`src/rtl/fan_led_pkg.sv`:
```
// Shared encodings for the multi-fan status LED controller.
// Mode values, LED pin codes and hold counter width.
package fan_led_pkg;

  localparam int HOLD_W = 4;

  typedef enum logic [2:0] {
    FLM_AUTO   = 3'b000,
    FLM_OFF    = 3'b001,
    FLM_GREEN  = 3'b010,
    FLM_RED    = 3'b011,
    FLM_GBLINK = 3'b100,
    FLM_RBLINK = 3'b101
  } flm_e;

  // {FanOK, FanFail}, both active-low
  typedef logic [1:0] led_t;
  localparam led_t LED_OFF   = 2'b11;
  localparam led_t LED_GREEN = 2'b01;
  localparam led_t LED_RED   = 2'b10;

endpackage

```
`src/rtl/fan_fail_hold.sv`:
```
// Per-fan Beep synchroniser, masked fail hold counter
// and sticky fail flag.
module fan_fail_hold
  import fan_led_pkg::*;
#(
  parameter int HOLD_TICKS = 3
) (
  input  logic clk,
  input  logic rst,
  input  logic strobe,
  input  logic beep,
  input  logic mask,
  input  logic clr,
  output logic fail,
  output logic sticky
);

  logic [1:0]        sync;
  logic [HOLD_W-1:0] cnt;
  logic              tone;

  assign tone = sync[1];
  assign fail = (cnt != '0);

  always_ff @(posedge clk or posedge rst) begin
    if (rst) begin
      sync   <= '0;
      cnt    <= '0;
      sticky <= 1'b0;
    end else begin
      sync <= {sync[0], beep};
      if (mask)
        cnt <= '0;
      else if (tone)
        cnt <= HOLD_W'(HOLD_TICKS);
      else if (strobe && cnt != '0)
        cnt <= cnt - HOLD_W'(1);
      // a rising fail beats a simultaneous clear
      sticky <= fail | (sticky & ~clr);
    end
  end

endmodule

```
`src/rtl/fan_led_multi.sv`:
```
// Multi-fan status LED: per-fan fail hold, fail count,
// blink generator and registered bicolour LED decode.
module fan_led_multi
  import fan_led_pkg::*;
#(
  parameter int NUM_FANS    = 4,
  parameter int HOLD_TICKS  = 3,
  parameter int FAIL_THRESH = 2,
  parameter int BLINK_TICKS = 16
) (
  input  logic                SlowClock,
  input  logic                Reset,
  input  logic                Strobe16ms,
  input  logic [NUM_FANS-1:0] Beep,
  input  logic [NUM_FANS-1:0] FanMask,
  input  logic [2:0]          FanLedMode,
  input  logic [NUM_FANS-1:0] FailClr,
  output logic                FanOK,
  output logic                FanFail,
  output logic [NUM_FANS-1:0] FanFailVec,
  output logic [NUM_FANS-1:0] FanFailSticky,
  output logic                FanFailAny
);

  localparam int CW = $clog2(NUM_FANS + 1);
  localparam logic [CW-1:0] THRESH = CW'(FAIL_THRESH);

  logic [CW-1:0] fail_count;
  logic [7:0]    blink_cnt;
  logic          blink_phase;
  led_t          led_next;
  led_t          led;

  for (genvar g = 0; g < NUM_FANS; g++) begin : g_fan
    fan_fail_hold #(
      .HOLD_TICKS(HOLD_TICKS)
    ) u_hold (
      .clk   (SlowClock),
      .rst   (Reset),
      .strobe(Strobe16ms),
      .beep  (Beep[g]),
      .mask  (FanMask[g]),
      .clr   (FailClr[g]),
      .fail  (FanFailVec[g]),
      .sticky(FanFailSticky[g])
    );
  end

  assign FanFailAny = |FanFailVec;

  always_comb begin
    fail_count = '0;
    for (int i = 0; i < NUM_FANS; i++)
      fail_count = fail_count + CW'(FanFailVec[i]);
  end

  always_ff @(posedge SlowClock or posedge Reset) begin
    if (Reset) begin
      blink_cnt   <= '0;
      blink_phase <= 1'b0;
    end else if (Strobe16ms) begin
      if (blink_cnt == 8'(BLINK_TICKS - 1)) begin
        blink_cnt   <= '0;
        blink_phase <= ~blink_phase;
      end else begin
        blink_cnt <= blink_cnt + 8'd1;
      end
    end
  end

  always_comb begin
    led_next = LED_OFF;
    case (FanLedMode)
      FLM_AUTO: begin
        if (fail_count == '0)
          led_next = LED_GREEN;
        else if (fail_count < THRESH)
          led_next = blink_phase ? LED_RED : LED_OFF;
        else
          led_next = LED_RED;
      end
      FLM_OFF:    led_next = LED_OFF;
      FLM_GREEN:  led_next = LED_GREEN;
      FLM_RED:    led_next = LED_RED;
      FLM_GBLINK: led_next = blink_phase ? LED_GREEN : LED_OFF;
      FLM_RBLINK: led_next = blink_phase ? LED_RED : LED_OFF;
      default:    led_next = LED_OFF;
    endcase
  end

  always_ff @(posedge SlowClock or posedge Reset) begin
    if (Reset)
      led <= LED_OFF;
    else
      led <= led_next;
  end

  assign {FanOK, FanFail} = led;

endmodule

```
`config.mk`:
```
export PLATFORM = sky130hd
export DESIGN_NAME = fan_led_multi
export DESIGN_NICKNAME = d
export VERILOG_FILES = /design/src/rtl/fan_led_pkg.sv /design/src/rtl/fan_fail_hold.sv /design/src/rtl/fan_led_multi.sv
export SDC_FILE = /design/constraint.sdc
export NUM_CORES = 1
export LEC_CHECK = 0
export BUFFER_PORTS_ARGS = -buffer_cell sky130_fd_sc_hd__buf_4
export CELL_PAD_IN_SITES_DETAIL_PLACEMENT = 1
export CELL_PAD_IN_SITES_GLOBAL_PLACEMENT = 1
export CORE_MARGIN = 3
export CORE_UTILIZATION = 40
export CTS_BUF_LIST = sky130_fd_sc_hd__clkbuf_2 sky130_fd_sc_hd__clkbuf_4 sky130_fd_sc_hd__clkbuf_8
export DETAILED_ROUTE_END_ITERATION = 10
export PLACE_DENSITY = 0.72
export SETUP_SLACK_MARGIN = 0.02
export SLEW_MARGIN = 20
export SYNTH_ARGS = -nofsm -noshare
export SYNTH_HDL_FRONTEND = slang
export SYNTH_SLANG_ARGS = --single-unit
```
`constraint.sdc`:
```
create_clock -name SlowClock -period 7.46 [get_ports SlowClock]
set_clock_uncertainty 0.1 [all_clocks]
set_input_delay 1.865 -clock SlowClock [delete_from_list [all_inputs] [get_ports SlowClock]]
set_output_delay 1.865 -clock SlowClock [all_outputs]
set_load 0.02 [all_outputs]
```
==> flow_metrics.tcl, run 1 <==
set metrics [dict create \
    status "completed" \
    die_area_um2 5730 \
    r2r_end "led[0]" \
    clock_sinks 39 \
    grt_util_met2_pct 28.5 \
    grt_antenna_before_repair 0 \
    ir_worst_vdd_v 0.000121 \
    grt_use_total_pct 16.6 \
    port_buffers 28 \
    clockBufferDepth 2 \
    grt_pass1_vias 1616 \
    drt.antenna.violating_nets 0 \
    grt_overflow 0 \
    vias_per_cell 5.10 \
    synthesis.nets 218 \
    post_cts_buffers 0 \
    worst_pin_slew_ps 588 \
    synth.distinct_cells 38 \
    crit_arrival_ps 1970 \
    synth_cells 189 \
    dp_hpwl_um 3070 \
    die_h_um 75.7 \
    cts_resized 0 \
    grt_pass1_wl_um 7220 \
    synth.avg_cell_area_um2 10.3 \
    hold_path_class "flip-flop to flip-flop" \
    grtUsageMet3_pct 4.35 \
    pwr_density_cell_nw_per_um2 239 \
    critical_path_class "flip-flop to output pin" \
    fmax_mhz 254 \
    critPathLaunchType "flip-flop" \
    boundaryPins 29 \
    instances_no_fill 279 \
    cp_max_fo 6 \
    synth.largest_area_cell "dfrtp_1" \
    p_leak_nw 1.09 \
    endpoint_kind "output pin" \
    grt_max_degree 40 \
    drt-pass1-iter-count 4 \
    rr_startpoint "g_fan[3].u_hold.cnt[0]" \
    cts_tree "built" \
    fp-row-count 24 \
    synth.area.top_cells "dfrtp_1 48%, ha_1 6.4%, inv_1 4.4%, buf_4 3.9%, o21ai_0 2.8%" \
    post-synth-top-count-cell "dfrtp_1" \
    place.gp.congestion 0.746 \
    insertion_delay_ps 290 \
    fin_crit_ps 3930 \
    relSlewSlack_pct 60.7 \
    reg2reg_depth 11 \
    cts_buffers 5 \
    synth_flop_cell "dfrtp_1" \
    whs_path_depth 0 \
    die_w_um 75.7 \
    rsz0062_at_grt "false" \
    start_util_pct 42.9 \
    busiest_layer "met2" \
    synth.top_cells.by_count "37 x dfrtp_1, 23 x inv_1, 11 x nand2_1, 11 x nor2_1, 11 x o21ai_0" \
    antenna_cells 0 \
    drt-initial-drc-count 86 \
    setup_violations 0 \
    met1_usage_pct 20.0 \
    coreArea_um2 4530 \
    reg2reg_slack_ps 4320 \
    min_to "g_fan[0].u_hold.sync[1]" \
    synth_seq_area_share_pct 50.3 \
    synth-edff-count 0 \
    hold_viol 0 \
    drc 0 \
    placed_cells 271 \
    ys_warn_count 0 \
    netlist_area_um2 1940 \
    wire_per_inst_um 14.6 \
    period_share_pct 52.7 \
    clk_pin_slew_ps 80 \
    drive_gt1_share_pct 21.0 \
    async_reset_ff_share_pct 100 \
    slew_viol_final 0 \
    drt-total-wl_um 4070 \
    worstHoldStart "g_fan[0].u_hold.sync[0]" \
    finalSetupTns_ps 0 \
    cap_violations 0 \
    clockRootBuffer "clkbuf_8" \
    syn2layout_area_growth_pct 16.0 \
    htree_num_levels 2 \
    worstPathRequired_ps 5500 \
    vias 1424 \
    fin_nets 242 \
    ctsHoldBuffers 0 \
    synth-seq-cells 39 \
    nFillCells 519 \
    yosys.area.top_type_share_pct 47.6 \
]
[logic make-up after synthesis]
logic type / after synthesis / share of synthesized area (%)
AO/OA/AOI/OAI: 34 / 10.7
AND/OR/NAND/NOR: 59 / 17.4
XOR/XNOR: 6 / 2.70
adder cells (fa/ha/maj): 11 / 7.46
multiplexers: 4 / 2.12
flip-flops: 39 / 50.3
buffers and inverters: 36 / 9.33
[layout by cell type, fill, tap and decap left out, types with 4 or more instances in the layout]
master and count:
nand2_1 11, nor3_1 8, nand3_1 9, nor2_1 11, ha_1 10, o21ai_0 11
a31oi_1 5, clkbuf_8 7, inv_1 23, xor2_1 4, buf_4 29, dfrtp_1 37
a21oi_1 9
[stage by stage]
| stage | instance area, um^2 | hold WS, ps | setup WS, ps | utilization [%] | power [W] |
|---|---|---|---|---|---|
| after global placement | 2150 | 233 | 3910 | 47.5 | 0.000377 |
| after floorplan | 1940 | 231 | 4070 | - | 0.000348 |
| after global routing | 2260 | 267 | 3370 | 49.8 | 0.000576 |
| final | 2260 | 254 | 3530 | 49.8 | 0.000540 |
| after detailed placement | 2150 | 239 | 3840 | 47.5 | 0.000386 |
| after CTS | 2260 | 256 | 3510 | 49.8 | 0.000549 |
[cell type report]
type | count | area, um^2 | area share [%]
Clock buffer | 8 | 104 | 4.60
Inverter | 24 | 90.1 | 3.99
Multi-Input combinational cell | 114 | 785 | 34.8
Sequential cell | 39 | 978 | 43.4
Tap cell | 65 | 81.3 | 3.61
Timing Repair Buffer | 29 | 218 | 9.65
[how the worst max path moves through the flow]
| stage | startpoint | endpoint | slack, ps | cells after the start |
|---|---|---|---|---|
| 6_report | g_fan[1].u_hold.cnt[0] | FanFailAny | 3530 | 7 |
| 3_5_place_dp | g_fan[1].u_hold.cnt[0] | FanFailAny | 3840 | 7 |
| 5_1_grt | g_fan[1].u_hold.cnt[0] | FanFailAny | 3370 | 7 |
| 4_1_cts | g_fan[1].u_hold.cnt[0] | FanFailAny | 3510 | 7 |
| 3_3_place_gp | g_fan[1].u_hold.cnt[0] | FanFailAny | 3910 | 7 |
| 2_1_floorplan | g_fan[1].u_hold.cnt[0] | FanFailAny | 4070 | 7 |
[worst max-delay path: stages, from the launching register on]
cell,delay (ps)
dfrtp_1,400
inv_1,100
ha_1,140
or3b_1,470
inv_2,140
ha_1,150
nand3_1,80
buf_4,190
[power breakdown]
group	total [W]	internal (W)	switching [W]
clock network	0.000159	0.0000880	0.0000708
registers	0.000259	0.000238	0.0000214
logic	0.000122	0.0000541	0.0000678
total	0.000540	0.000380	0.000160
[flip-flops by register name, summed over array words and instances, names as in the netlist]
signal               count
g_fan.u_hold.cnt        16
led                      2
blink_phase              1
g_fan.u_hold.sticky      4
blink_cnt                8
g_fan.u_hold.sync        8
[per-layer routing]
layer  part of all wire, %  vias to the layer above
met1                    44                      700
met5                     0                        -
met3                   4.1                        7
met4                   1.4                        0
met2                    50                       26
li1                      -                      691
No activity file was read; power rests on OpenSTA's default activity.
==> run 2, diff against run 1 <==
- PLACE_DENSITY: 0.72 -> 0.75
- clock period: 7.46 -> 3.55 ns (I/O delays scaled with it)
==> run 2 against run 1 <==
Against the previous run:
- critical path depth increased by 4
- total power increased by 100%
- first-iteration DRC count decreased by 63%
- non-clock buffer count unchanged
- routed wire length decreased by 3.7%
- die area unchanged
- worst setup slack got worse by 3100 ps
- sequential power increased by 110%
- combinational power increased by 110%
- sequential share of layout area increased by 0.29 points
- global-route usage decreased by 0.84 points
- final area decreased by 0.67%
- critical path type is now flip-flop to flip-flop
==> flow_metrics.tcl, run 2 (same netlist as run 1, synthesis figures left out) <==
set metrics [dict create \
    status "completed" \
    clockBufferDepth 2 \
    p_switching_w 0.000329 \
    htree_num_levels 2 \
    p_int_w 0.000765 \
    slew_viol_final 0 \
    dp_hpwl_um 3100 \
    clk_pin_slew_ps 70 \
    dpl_cell_area_um2 2150 \
    crit_arrival_ps 3200 \
    drt.antenna.violating_nets 0 \
    wire_per_inst_um 14.1 \
    finalSetupTns_ps 0 \
    endpoint_kind "flip-flop" \
    die_w_um 75.7 \
    rsz0062_at_grt "false" \
    grt_overflow 0 \
    die_area_um2 5730 \
    die_h_um 75.7 \
    worst_pin_slew_ps 847 \
    fmax_mhz 323 \
    worstPathRequired_ps 3650 \
    grt_pass1_vias 1511 \
    power_frac_seq_pct 49.9 \
    drive_gt1_share_pct 21.0 \
    p_leak_nw 1.09 \
    antenna_cells 0 \
    pwr_density_cell_nw_per_um2 488 \
    insertion_delay_ps 290 \
    nFillCells 529 \
    critPathLaunchType "flip-flop" \
    boundaryPins 29 \
    final_common_cell "dfrtp_1" \
    power_switching_share_pct 30.1 \
    clock_sinks 39 \
    instances_no_fill 279 \
    placed_cells 271 \
    comb_power_share_pct 23.0 \
    drt-initial-drc-count 32 \
    grt_antenna_before_repair 0 \
    port_buffers 28 \
    grt_use_total_pct 15.8 \
    fin_crit_ps 3090 \
    start_util_pct 42.9 \
    hold_viol 0 \
    top_register "g_fan.u_hold.cnt" \
    relSlewSlack_pct 43.5 \
    cts_tree "built" \
    vias 1434 \
    finish.utilization_pct 49.4 \
    post_cts_buffers 0 \
    power_frac_clock_pct 27.1 \
    cts_buffers 5 \
    reg.largest.list "g_fan.u_hold.cnt: 16 flops, blink_cnt: 8 flops, g_fan.u_hold.sync: 8 flops" \
    final_area_um2 2240 \
    period_share_pct 87.1 \
    ir_worst_vdd_v 0.000184 \
    hold_path_class "flip-flop to flip-flop" \
    coreArea_um2 4530 \
    cp_max_fo 5 \
    fp-row-count 24 \
    drt-total-wl_um 3920 \
    grt_max_degree 29 \
    finalPower_w 0.00109 \
    vias_per_cell 5.14 \
    final_cell_mix "37 x dfrtp_1, 29 x buf_4, 23 x inv_1" \
    cts_resized 0 \
    clockRootBuffer "clkbuf_8" \
    drt-pass1-iter-count 4 \
    place.gp.congestion 0.752 \
    fin_nets 242 \
    grt_pass1_wl_um 6760 \
    ctsHoldBuffers 0 \
    setup_violations 0 \
    syn2layout_area_growth_pct 15.3 \
    critical_path_class "flip-flop to flip-flop" \
    cap_violations 0 \
    largest_reg_flops 16 \
    drc 0 \
]
-- run 2: cell count changes in the layout (fill, tap and decap cells not counted), sizes merged --
cell	previous run	this run
clkbuf	8	7
clkinv	0	1
-- run 2: cell type report --
| class | count | area, um^2 | area share, % |
|---|---|---|---|
| Clock buffer | 7 | 83.8 | 3.74 |
| Clock inverter | 1 | 5.00 | 0.223 |
| Inverter | 24 | 90.1 | 4.02 |
| Multi-Input combinational cell | 114 | 785 | 35.0 |
| Sequential cell | 39 | 978 | 43.7 |
| Tap cell | 65 | 81.3 | 3.63 |
| Timing Repair Buffer | 29 | 218 | 9.72 |
-- run 2: through the flow --
stage / worst slack [ps] / hold slack, ps
floorplan: 798 / 231
global placement: 561 / 233
detailed placement: 459 / 239
CTS: 455 / 255
global route: 209 / 257
finish: 457 / 254
-- run 2: path summary, 6_finish.rpt --
path                                         startpoint                       to  slack [ps]  cells past startpoint
min in group asynchronous                         Reset             blink_cnt[5]         670                      2
max in group asynchronous                         Reset   g_fan[0].u_hold.cnt[2]        1930                      3
worst min-delay path            g_fan[0].u_hold.sync[0]  g_fan[0].u_hold.sync[1]         250                      0
worst max register to register   g_fan[3].u_hold.cnt[0]                   led[0]         460                     11
worst max-delay path             g_fan[3].u_hold.cnt[0]                   led[0]         460                     11
worst min register to register  g_fan[0].u_hold.sync[0]  g_fan[0].u_hold.sync[1]         250                      0
-- run 2: worst max-delay path, stage by stage (launching register included) --
cell and delay, ps:
dfrtp_1 400, inv_1 90, ha_1 210, nor3b_2 330, inv_1 190, fa_1 540
ha_1 170, inv_1 50, ha_1 160, or2_2 260, a2111oi_0 420, nor2_1 80
-- run 2: power groups by stage --
stage | combinational [W] | clock [W] | sequential, W
after floorplan | 0.000186 | 0 | 0.000546
after global placement | 0.000240 | 0 | 0.000549
after detailed placement | 0.000256 | 0 | 0.000556
after CTS | 0.000257 | 0.000311 | 0.000547
after global routing | 0.000294 | 0.000332 | 0.000554
final | 0.000251 | 0.000297 | 0.000546
-- run 2: metal layers --
metal	GRT usage (%)	routed length, um	up-vias
li1	-	-	692
met1	17.7	1630	712
met2	28.3	2070	25
met3	4.09	157	5
met4	6.41	59	0
met5	0	0	-
